[config.mk]
export PLATFORM = sky130hd
export DESIGN_NAME = spi_flash_arbiter
export DESIGN_NICKNAME = d
export VERILOG_FILES = /design/src/rtl/spi_flash_arbiter.sv
export SDC_FILE = /design/constraint.sdc
export NUM_CORES = 1
export LEC_CHECK = 0
export ABC_AREA = 1
export BUFFER_PORTS_ARGS = -buffer_cell sky130_fd_sc_hd__buf_2
export CAP_MARGIN = 10
export CORE_ASPECT_RATIO = 0.7
export CORE_MARGIN = 2
export CORE_UTILIZATION = 57
export DETAILED_ROUTE_END_ITERATION = 8
export MAX_ROUTING_LAYER = met4
export PLACE_DENSITY = 0.83
export SKIP_LAST_GASP = 1
export SYNTH_ARGS = -nofsm -noshare
export SYNTH_HDL_FRONTEND = slang
export SYNTH_SLANG_ARGS = --single-unit
[constraint.sdc]
create_clock -name clk -period 4.3 [get_ports clk]
set_input_delay 0.86 -clock clk [delete_from_list [all_inputs] [get_ports clk]]
set_output_delay 0.86 -clock clk [all_outputs]
set_load 0.02 [all_outputs]
[src/rtl/spi_flash_arbiter.sv]
`timescale 1ns/1ps
// Two-port read arbiter in front of a single SPI flash word reader, with an
// optional one-word last-read buffer that answers repeated reads without flash traffic.
module spi_flash_arbiter #(
    parameter int RR_ENABLE    = 1,
    parameter int CACHE_ENABLE = 1
) (
    input  logic        clk,
    input  logic        resetn,
    input  logic        p0_valid,
    input  logic [21:0] p0_addr,
    output logic [31:0] p0_rdata,
    output logic        p0_ready,
    input  logic        p1_valid,
    input  logic [21:0] p1_addr,
    output logic [31:0] p1_rdata,
    output logic        p1_ready,
    input  logic        flush,
    output logic [21:0] fl_addr,
    output logic        fl_valid,
    input  logic [31:0] fl_data,
    input  logic        fl_ready,
    output logic        busy,
    output logic [1:0]  o_dbg_state
);

    // Handshake: a port holds valid and addr until it sees a one-cycle ready
    // with rdata; ready is the only completion signal. Toward the flash, the
    // reader starts on the rising edge of fl_valid and answers with a one-cycle
    // fl_ready carrying fl_data; fl_valid always drops for at least one cycle
    // between transactions.
    typedef enum logic [1:0] {
        S_IDLE  = 2'd0,
        S_HIT   = 2'd1,
        S_ISSUE = 2'd2,
        S_RESP  = 2'd3
    } state_t;

    state_t      r_state;
    state_t      w_state_nxt;

    logic [21:0] r_cur_addr;
    logic        r_cur_port;
    logic        r_last_grant;
    logic        r_buf_valid;
    logic [21:0] r_buf_tag;
    logic [31:0] r_buf_data;
    logic        r_flush_pend;
    logic        r_fl_valid;
    logic [21:0] r_fl_addr;
    logic        r_p0_ready;
    logic        r_p1_ready;
    logic [31:0] r_p0_rdata;
    logic [31:0] r_p1_rdata;

    logic        w_any;
    logic        w_sel_port;
    logic [21:0] w_sel_addr;
    logic        w_hit;

    always_comb begin
        w_any = p0_valid | p1_valid;
        if (p0_valid && p1_valid) begin
            w_sel_port = (RR_ENABLE != 0) ? ~r_last_grant : 1'b0;
        end else begin
            w_sel_port = p1_valid;
        end
        w_sel_addr = w_sel_port ? p1_addr : p0_addr;
        w_hit      = (CACHE_ENABLE != 0) && r_buf_valid &&
                     (r_buf_tag == w_sel_addr) && !flush;
    end

    always_ff @(posedge clk) begin
        if (!resetn) begin
            r_state <= S_IDLE;
        end else begin
            r_state <= w_state_nxt;
        end
    end

    always_comb begin
        w_state_nxt = r_state;
        case (r_state)
            S_IDLE:  if (w_any) w_state_nxt = w_hit ? S_HIT : S_ISSUE;
            S_HIT:   w_state_nxt = S_IDLE;
            S_ISSUE: if (fl_ready) w_state_nxt = S_RESP;
            S_RESP:  w_state_nxt = S_IDLE;
            default: w_state_nxt = S_IDLE;
        endcase
    end

    // Ready and rdata are one-cycle registered pulses, zero otherwise.
    always_ff @(posedge clk) begin
        if (!resetn) begin
            r_cur_addr   <= '0;
            r_cur_port   <= 1'b0;
            r_last_grant <= 1'b1;
            r_buf_valid  <= 1'b0;
            r_buf_tag    <= '0;
            r_buf_data   <= '0;
            r_flush_pend <= 1'b0;
            r_fl_valid   <= 1'b0;
            r_fl_addr    <= '0;
            r_p0_ready   <= 1'b0;
            r_p1_ready   <= 1'b0;
            r_p0_rdata   <= '0;
            r_p1_rdata   <= '0;
        end else begin
            r_p0_ready <= 1'b0;
            r_p1_ready <= 1'b0;
            r_p0_rdata <= '0;
            r_p1_rdata <= '0;
            if (flush) r_buf_valid <= 1'b0;
            case (r_state)
                S_IDLE: begin
                    if (w_any) begin
                        r_cur_addr   <= w_sel_addr;
                        r_cur_port   <= w_sel_port;
                        r_last_grant <= w_sel_port;
                        if (w_hit) begin
                            if (w_sel_port) begin
                                r_p1_ready <= 1'b1;
                                r_p1_rdata <= r_buf_data;
                            end else begin
                                r_p0_ready <= 1'b1;
                                r_p0_rdata <= r_buf_data;
                            end
                        end else begin
                            r_fl_valid <= 1'b1;
                            r_fl_addr  <= w_sel_addr;
                        end
                    end
                end
                S_ISSUE: begin
                    if (flush) r_flush_pend <= 1'b1;
                    if (fl_ready) begin
                        r_fl_valid <= 1'b0;
                        if (r_cur_port) begin
                            r_p1_ready <= 1'b1;
                            r_p1_rdata <= fl_data;
                        end else begin
                            r_p0_ready <= 1'b1;
                            r_p0_rdata <= fl_data;
                        end
                        // A flush seen at any point of this read leaves the buffer empty.
                        if ((CACHE_ENABLE != 0) && !flush && !r_flush_pend) begin
                            r_buf_valid <= 1'b1;
                            r_buf_tag   <= r_cur_addr;
                            r_buf_data  <= fl_data;
                        end
                    end
                end
                S_RESP: begin
                    r_flush_pend <= 1'b0;
                end
                default: begin
                end
            endcase
        end
    end

    assign p0_ready    = r_p0_ready;
    assign p1_ready    = r_p1_ready;
    assign p0_rdata    = r_p0_rdata;
    assign p1_rdata    = r_p1_rdata;
    assign fl_valid    = r_fl_valid;
    assign fl_addr     = r_fl_addr;
    assign busy        = (r_state != S_IDLE);
    assign o_dbg_state = r_state;

endmodule

==> flow_summary.toml, run 1 <==
[logic_synthesis]
ys_types = 23
ys_top_cells_by_area = "dfxtp_1 49%, nand2_1 12%, nand3_1 9.2%"
syn-mean-instance-area_um2 = 7.17
ys_dominant_reg_cell = "dfxtp_1"
synth-seq-cells = 171
syn_inst = 975
yosysSeqAreaShare_pct = 49.0
synthesis.area_um2 = 6990
yosysMostFrequentCell = "nand2_1"
synth_area_leader_cell = "dfxtp_1"
yosysTopAreaCellShare_pct = 49.0
syn_nets = 1057
synth_commonest_cells = "215 x nand2_1, 171 x dfxtp_1, 129 x nand3_1, 127 x a21oi_1, 118 x nor2_1"
ys_async_sr_fraction_pct = 0
synth_edf_count = 0
synth_warnings = 0

[finish]
syn_to_final_growth_pct = 21.1
finalNonFillerCells = 1286
final_core_util_pct = 71.4
stdcell_area_um2 = 8460
nets = 1198
drive_above_1_share_pct = 20.5
insertedDiodeCount = 0

[timing]
setup_slack_ps = 1370
timing.fmax_mhz = 341
min_period_over_period_pct = 68.1
rsz0062_at_grt = "false"
worst_pin_slew_ps = 1010
skew_ps = 11.9
relSlewSlack_pct = 32.7
setup_viol = 0
slew_viol_final = 0
fin_setup_tns_ps = 0
post-route-min-period_ps = 2930
final_hold_viol_count = 0

[clock_network]
cts.clk_slew.worst_paths_ps = 70
tritoncts = "built"
numCtsBuffers = 17
h-tree-depth = 4
post_cts_buffers = 0
clock_sinks = 171
post_cts_resize_count = 0
cts_max_path_buffers = 2
root_buffer = "clkbuf_16"
cts_hold_buffers = 0
clk_latency_ps = 430

[critical_path]
crit_required_ps = 4610
regToRegStartpoint = "r_last_grant$_SDFFE_PN1P_"
arrival_ps = 3240
startpoint = "p0_valid"
r2r-end = "fl_addr[20]$_SDFFE_PN0P_"
worst_setup_path_end_kind = "flop"
ff2ff_setup_slack_ps = 1610
cp_max_fo = 35
worst-r2r-cell-count = 13
start_kind = "primary input"
criticalPathCategory = "in -> reg"

[power_and_ir_drop]
peakVddDrop_mv = 0.344
p_clk_share_pct = 38.0
switchingPower_mw = 1.24
seq_power_share_pct = 44.5
combPwrFrac_pct = 17.5
p_leak_nw = 3.79
p_per_area_nw_per_um2 = 471
power.internal_mw = 2.74
swShare_pct = 31.1

[placement]
placed_cell_area_um2 = 7890
routabilityCongestion = 0.896
io_buffer_count = 173
placed_cells = 1254
hpwlAfterDp_mm = 12.7
dp_slack_ps = 955

[hold_path]
holdPathStages = 2
min_delay_worst_endpoint = "fl_addr[16]$_SDFFE_PN0P_"
min_from = "fl_addr[16]$_SDFFE_PN0P_"
hp-class = "reg -> reg"

[drt]
dr.first_iter.drc_count = 729
via_per_inst = 5.51
num_vias = 7082
drc = 0
wl_per_cell_um = 15.4
finalWirelength_mm = 19.8
drt_first_pass_iters = 6
ant_nets = 0

[global_route]
grt_overflow = 0
grt_first_pass_wirelength_mm = 31.7
antenna_found_initial = 0
grtUsageTotal_pct = 31.0
grt_pass1_vias = 6427
grt_max_degree = 75

[floorplan]
fp.dieW_um = 136
coreArea_um2 = 11900
dieHeight_um = 96.6
rows = 33
start_util_pct = 59.0
ios = 174
die-area_um2 = 13200

[status]
outcome = "finished clean"

[job]
cap_violations = 0
==> state kept, by name, summed over array words and instances (netlist names), 2 cells and up <==
signal / cells
o_dbg_state: 2
r_cur_addr: 22
p0_rdata: 32
p1_rdata: 32
r_buf_data: 32
fl_addr: 22
r_buf_tag: 22
==> how the worst max path moves through the flow <==
stage / slack [ps] / endpoint / depth (start not counted)
detailed placement: 960 / fl_addr[13]$_SDFFE_PN0P_ / 13
global placement: 1020 / fl_addr[21]$_SDFFE_PN0P_ / 13
floorplan: 1880 / fl_addr[12]$_SDFFE_PN0P_ / 13
CTS: 1370 / fl_addr[20]$_SDFFE_PN0P_ / 13
finish: 1370 / fl_addr[20]$_SDFFE_PN0P_ / 14
global route: 1160 / fl_addr[15]$_SDFFE_PN0P_ / 13
==> layout by cell type, fill, tap and decap left out, drive strengths merged <==
cell type,count
nand3,130
clkinvlp,2
nor2,120
o21ai,64
a21oi,127
clkbuf,17
a211oi,2
nand2,217
dfxtp,171
o21a,1
bufinv,1
clkinv,4
nand3b,16
inv,67
nor3,2
buf,188
==> power groups by stage <==
stage / Combinational, mW / Clock (mW) / Sequential [mW]
final: 0.695 / 1.51 / 1.77
after global routing: 0.769 / 1.60 / 1.78
after CTS: 0.687 / 1.53 / 1.77
after detailed placement: 0.679 / 0 / 1.80
after global placement: 0.669 / 0 / 1.80
after floorplan: 0.398 / 0 / 1.86
==> routing by layer <==
metal	up-vias	wire length, um	GRT usage, %
met5	-	0	-
met4	0	231	7.69
met3	36	2310	7.34
met2	399	8470	44.8
met1	3190	8800	43.9
li1	3457	-	-
==> logic make-up (layout without fill, tap and decap cells) <==
kind of cell	Yosys count	in the layout	synth area share, %
AND/OR/NAND/NOR	485	485	29.6
AO/OA/AOI/OAI	194	194	14.0
buffers and inverters	125	279	7.38
flip-flops	171	171	49.0
==> area by class of cell <==
class	count	area, um2
clock buffers	17	425
clock inverters	15	153
fillers	984	3390
inverters	59	221
multi-input cells	679	3070
flip-flops and latches	171	3420
well taps	157	196
repair buffers	188	978
==> stage by stage <==
step	total power [mW]	hold WS [ps]
after global routing	4.15	463
after global placement	2.47	434
after detailed placement	2.48	433
after CTS	3.99	444
final	3.98	443
after floorplan	2.26	442
==> critical path, cell delays in order <==
cell and delay [ps]:
buf_2 120, nand2_2 180, nand2_4 260, nand2_1 160, nand2_1 130, nand2_1 90
nand2_1 50, nor2_1 160, nand2_1 80, nor2_1 120, nand3_2 170, nand3_1 470
buf_4 280, a21oi_1 90
Power figures use the tool's default switching activity.
==> inputs of run 2 (changes only) <==
--- a/config.mk
+++ b/config.mk
@@ -10,10 +10,10 @@
 export CAP_MARGIN = 10
 export CORE_ASPECT_RATIO = 0.7
 export CORE_MARGIN = 2
-export CORE_UTILIZATION = 57
+export CORE_UTILIZATION = 48
 export DETAILED_ROUTE_END_ITERATION = 8
 export MAX_ROUTING_LAYER = met4
-export PLACE_DENSITY = 0.83
+export PLACE_DENSITY = 0.74
 export SKIP_LAST_GASP = 1
 export SYNTH_ARGS = -nofsm -noshare
 export SYNTH_HDL_FRONTEND = slang
==> constraint.sdc (replaced) <==
create_clock -name clk -period 2.68 [get_ports clk]
set_input_delay 0.536 -clock clk [delete_from_list [all_inputs] [get_ports clk]]
set_output_delay 0.536 -clock clk [all_outputs]
set_load 0.02 [all_outputs]
==> run 2 against run 1 <==
Net effect:
- combinational power increased by 64%
- worst hold slack got worse by 56 ps
- total power increased by 61%
- critical endpoint is now p1_rdata[5]$_SDFF_PN0_
- design area increased by 1.7%
- register-to-register slack got worse by 1300 ps
- sequential power increased by 60%
- critical path depth unchanged
- first-iteration DRC count decreased by 21%
==> flow_summary.toml, run 2 (synthesized netlist as in run 1, its figures left out) <==
[status]
outcome = "finished clean"

[clock_network]
clock_sinks = 171
cts.clk_slew.worst_paths_ps = 70
clk_latency_ps = 420
h-tree-depth = 4
post_cts_resize_count = 0
cts_hold_buffers = 0
tritoncts = "built"
numCtsBuffers = 17
cts_max_path_buffers = 2
post_cts_buffers = 0
root_buffer = "clkbuf_16"

[floorplan]
dieHeight_um = 105
start_util_pct = 49.7
rows = 36
fp.dieW_um = 148
die-area_um2 = 15600
coreArea_um2 = 14100
ios = 174

[finish]
final_cell_mix = "215 x nand2_1, 173 x buf_2, 171 x dfxtp_1, 128 x nand3_1, 127 x a21oi_1"
seqCellArea_um2 = 3420
final_core_util_pct = 61.2
nets = 1207
syn_to_final_growth_pct = 23.2
layout_commonest_cell = "nand2_1"
multi_input_area_um2 = 3070
fillerInstances = 1325
drive_above_1_share_pct = 21.0

[timing]
slew_viol_final = 0
setup_viol = 0
skew_ps = 11.4
post-route-min-period_ps = 2330
relSlewSlack_pct = 54.2
fin_setup_tns_ps = 0
worst_pin_slew_ps = 688
rsz0062_at_grt = "false"
timing.fmax_mhz = 429
min_period_over_period_pct = 87.0
final_hold_viol_count = 0

[power_and_ir_drop]
power.total_mw = 6.41
switchingPower_mw = 1.92
power.internal_mw = 4.48
p_leak_nw = 3.83
seq_power_share_pct = 44.4
combPwrFrac_pct = 17.8
swShare_pct = 30.0
peakVddDrop_mv = 0.416
p_clk_share_pct = 37.8
p_per_area_nw_per_um2 = 745

[critical_path]
cpLargestDelayFamily = "simple AND/OR/NAND/NOR gates"
path_buf_inv = 2
crit_path_max_incr_delay_ps = 370
crit_required_ps = 3020
arrival_ps = 2670
cp_cell_sequence = "nand2_2, buf_4, nand3_1, nand2_1, nand2_1, nand2_1, nor2_1, nand2_1, nor2_1, nand3_2, nor2_4, buf_12, nand3_1, a21oi_1"
cp_max_fo = 33
worst_setup_path_end_kind = "flop"
criticalPathCategory = "reg -> reg"
start_kind = "flop"
path_common_cell = "nand2_1"
crit_path_top_delay_cell = "dfxtp_1"

[drt]
wl_per_cell_um = 15.0
ant_nets = 0
via_per_inst = 5.21
drc = 0
dr.first_iter.drc_count = 573
num_vias = 6913
finalWirelength_mm = 19.9
drt_first_pass_iters = 6

[global_route]
grt_pass1_vias = 6329
grt_overflow = 0
grt_max_degree = 75
grt_first_pass_wirelength_mm = 32.1
grtUsageTotal_pct = 26.4
antenna_found_initial = 2

[placement]
io_buffer_count = 173
routabilityCongestion = 0.887
hpwlAfterDp_mm = 13.1

[hold_path]
hp-class = "in -> reg"

[job]
cap_violations = 0
run 2: worst min-delay path: cells and delay by family:
family | cells | cell delay, ps
simple gates | 1 | 60
buf+inv | 1 | 110
compound gates | 1 | 50
run 2: worst paths after layout:
check             depth (start not counted)  slack [ps]                       end                 startpoint
hold reg to reg                           2         440  fl_addr[16]$_SDFFE_PN0P_   fl_addr[16]$_SDFFE_PN0P_
setup reg to reg                         14         350    p1_rdata[5]$_SDFF_PN0_  r_last_grant$_SDFFE_PN1P_
hold / removal                            3         390   p0_rdata[12]$_SDFF_PN0_                fl_data[12]
setup / recovery                         14         350    p1_rdata[5]$_SDFF_PN0_  r_last_grant$_SDFFE_PN1P_
run 2: power groups by stage:
stage,logic [mW],registers (mW),clock network (mW)
floorplan,0.638,2.98,0
global placement,1.12,2.89,0
detailed placement,1.13,2.89,0
CTS,1.13,2.84,2.44
global route,1.27,2.86,2.55
finish,1.14,2.84,2.42
run 2: cell type report:
cell class,count,area share (%)
Sequential cell,171,39.8
Multi-Input combinational cell,679,35.6
Timing Repair Buffer,197,12.6
Clock buffer,18,4.99
Tap cell,190,2.76
Inverter,59,2.57
Clock inverter,12,1.63
Antenna cell,2,0.0581
run 2: per-stage QoR:
stage	instances	worst slack, ps	hold slack, ps	cell area (um2)
floorplan	975	585	442	6990
global placement	1296	166	431	8030
detailed placement	1296	99.7	434	8030
CTS	1326	360	379	8600
global route	1328	102	384	8610
finish	1328	348	387	8610
run 2: layer usage:
| layer | routed length, um | vias to the layer above | part of all wire, % | GRT usage [%] |
|---|---|---|---|---|
| met4 | 99 | 0 | 0.50 | 5.65 |
| met5 | 0 | - | 0 | - |
| met1 | 9800 | 3154 | 49 | 39.6 |
| met2 | 8290 | 274 | 42 | 36.5 |
| li1 | - | 3474 | - | - |
| met3 | 1700 | 11 | 8.5 | 5.37 |
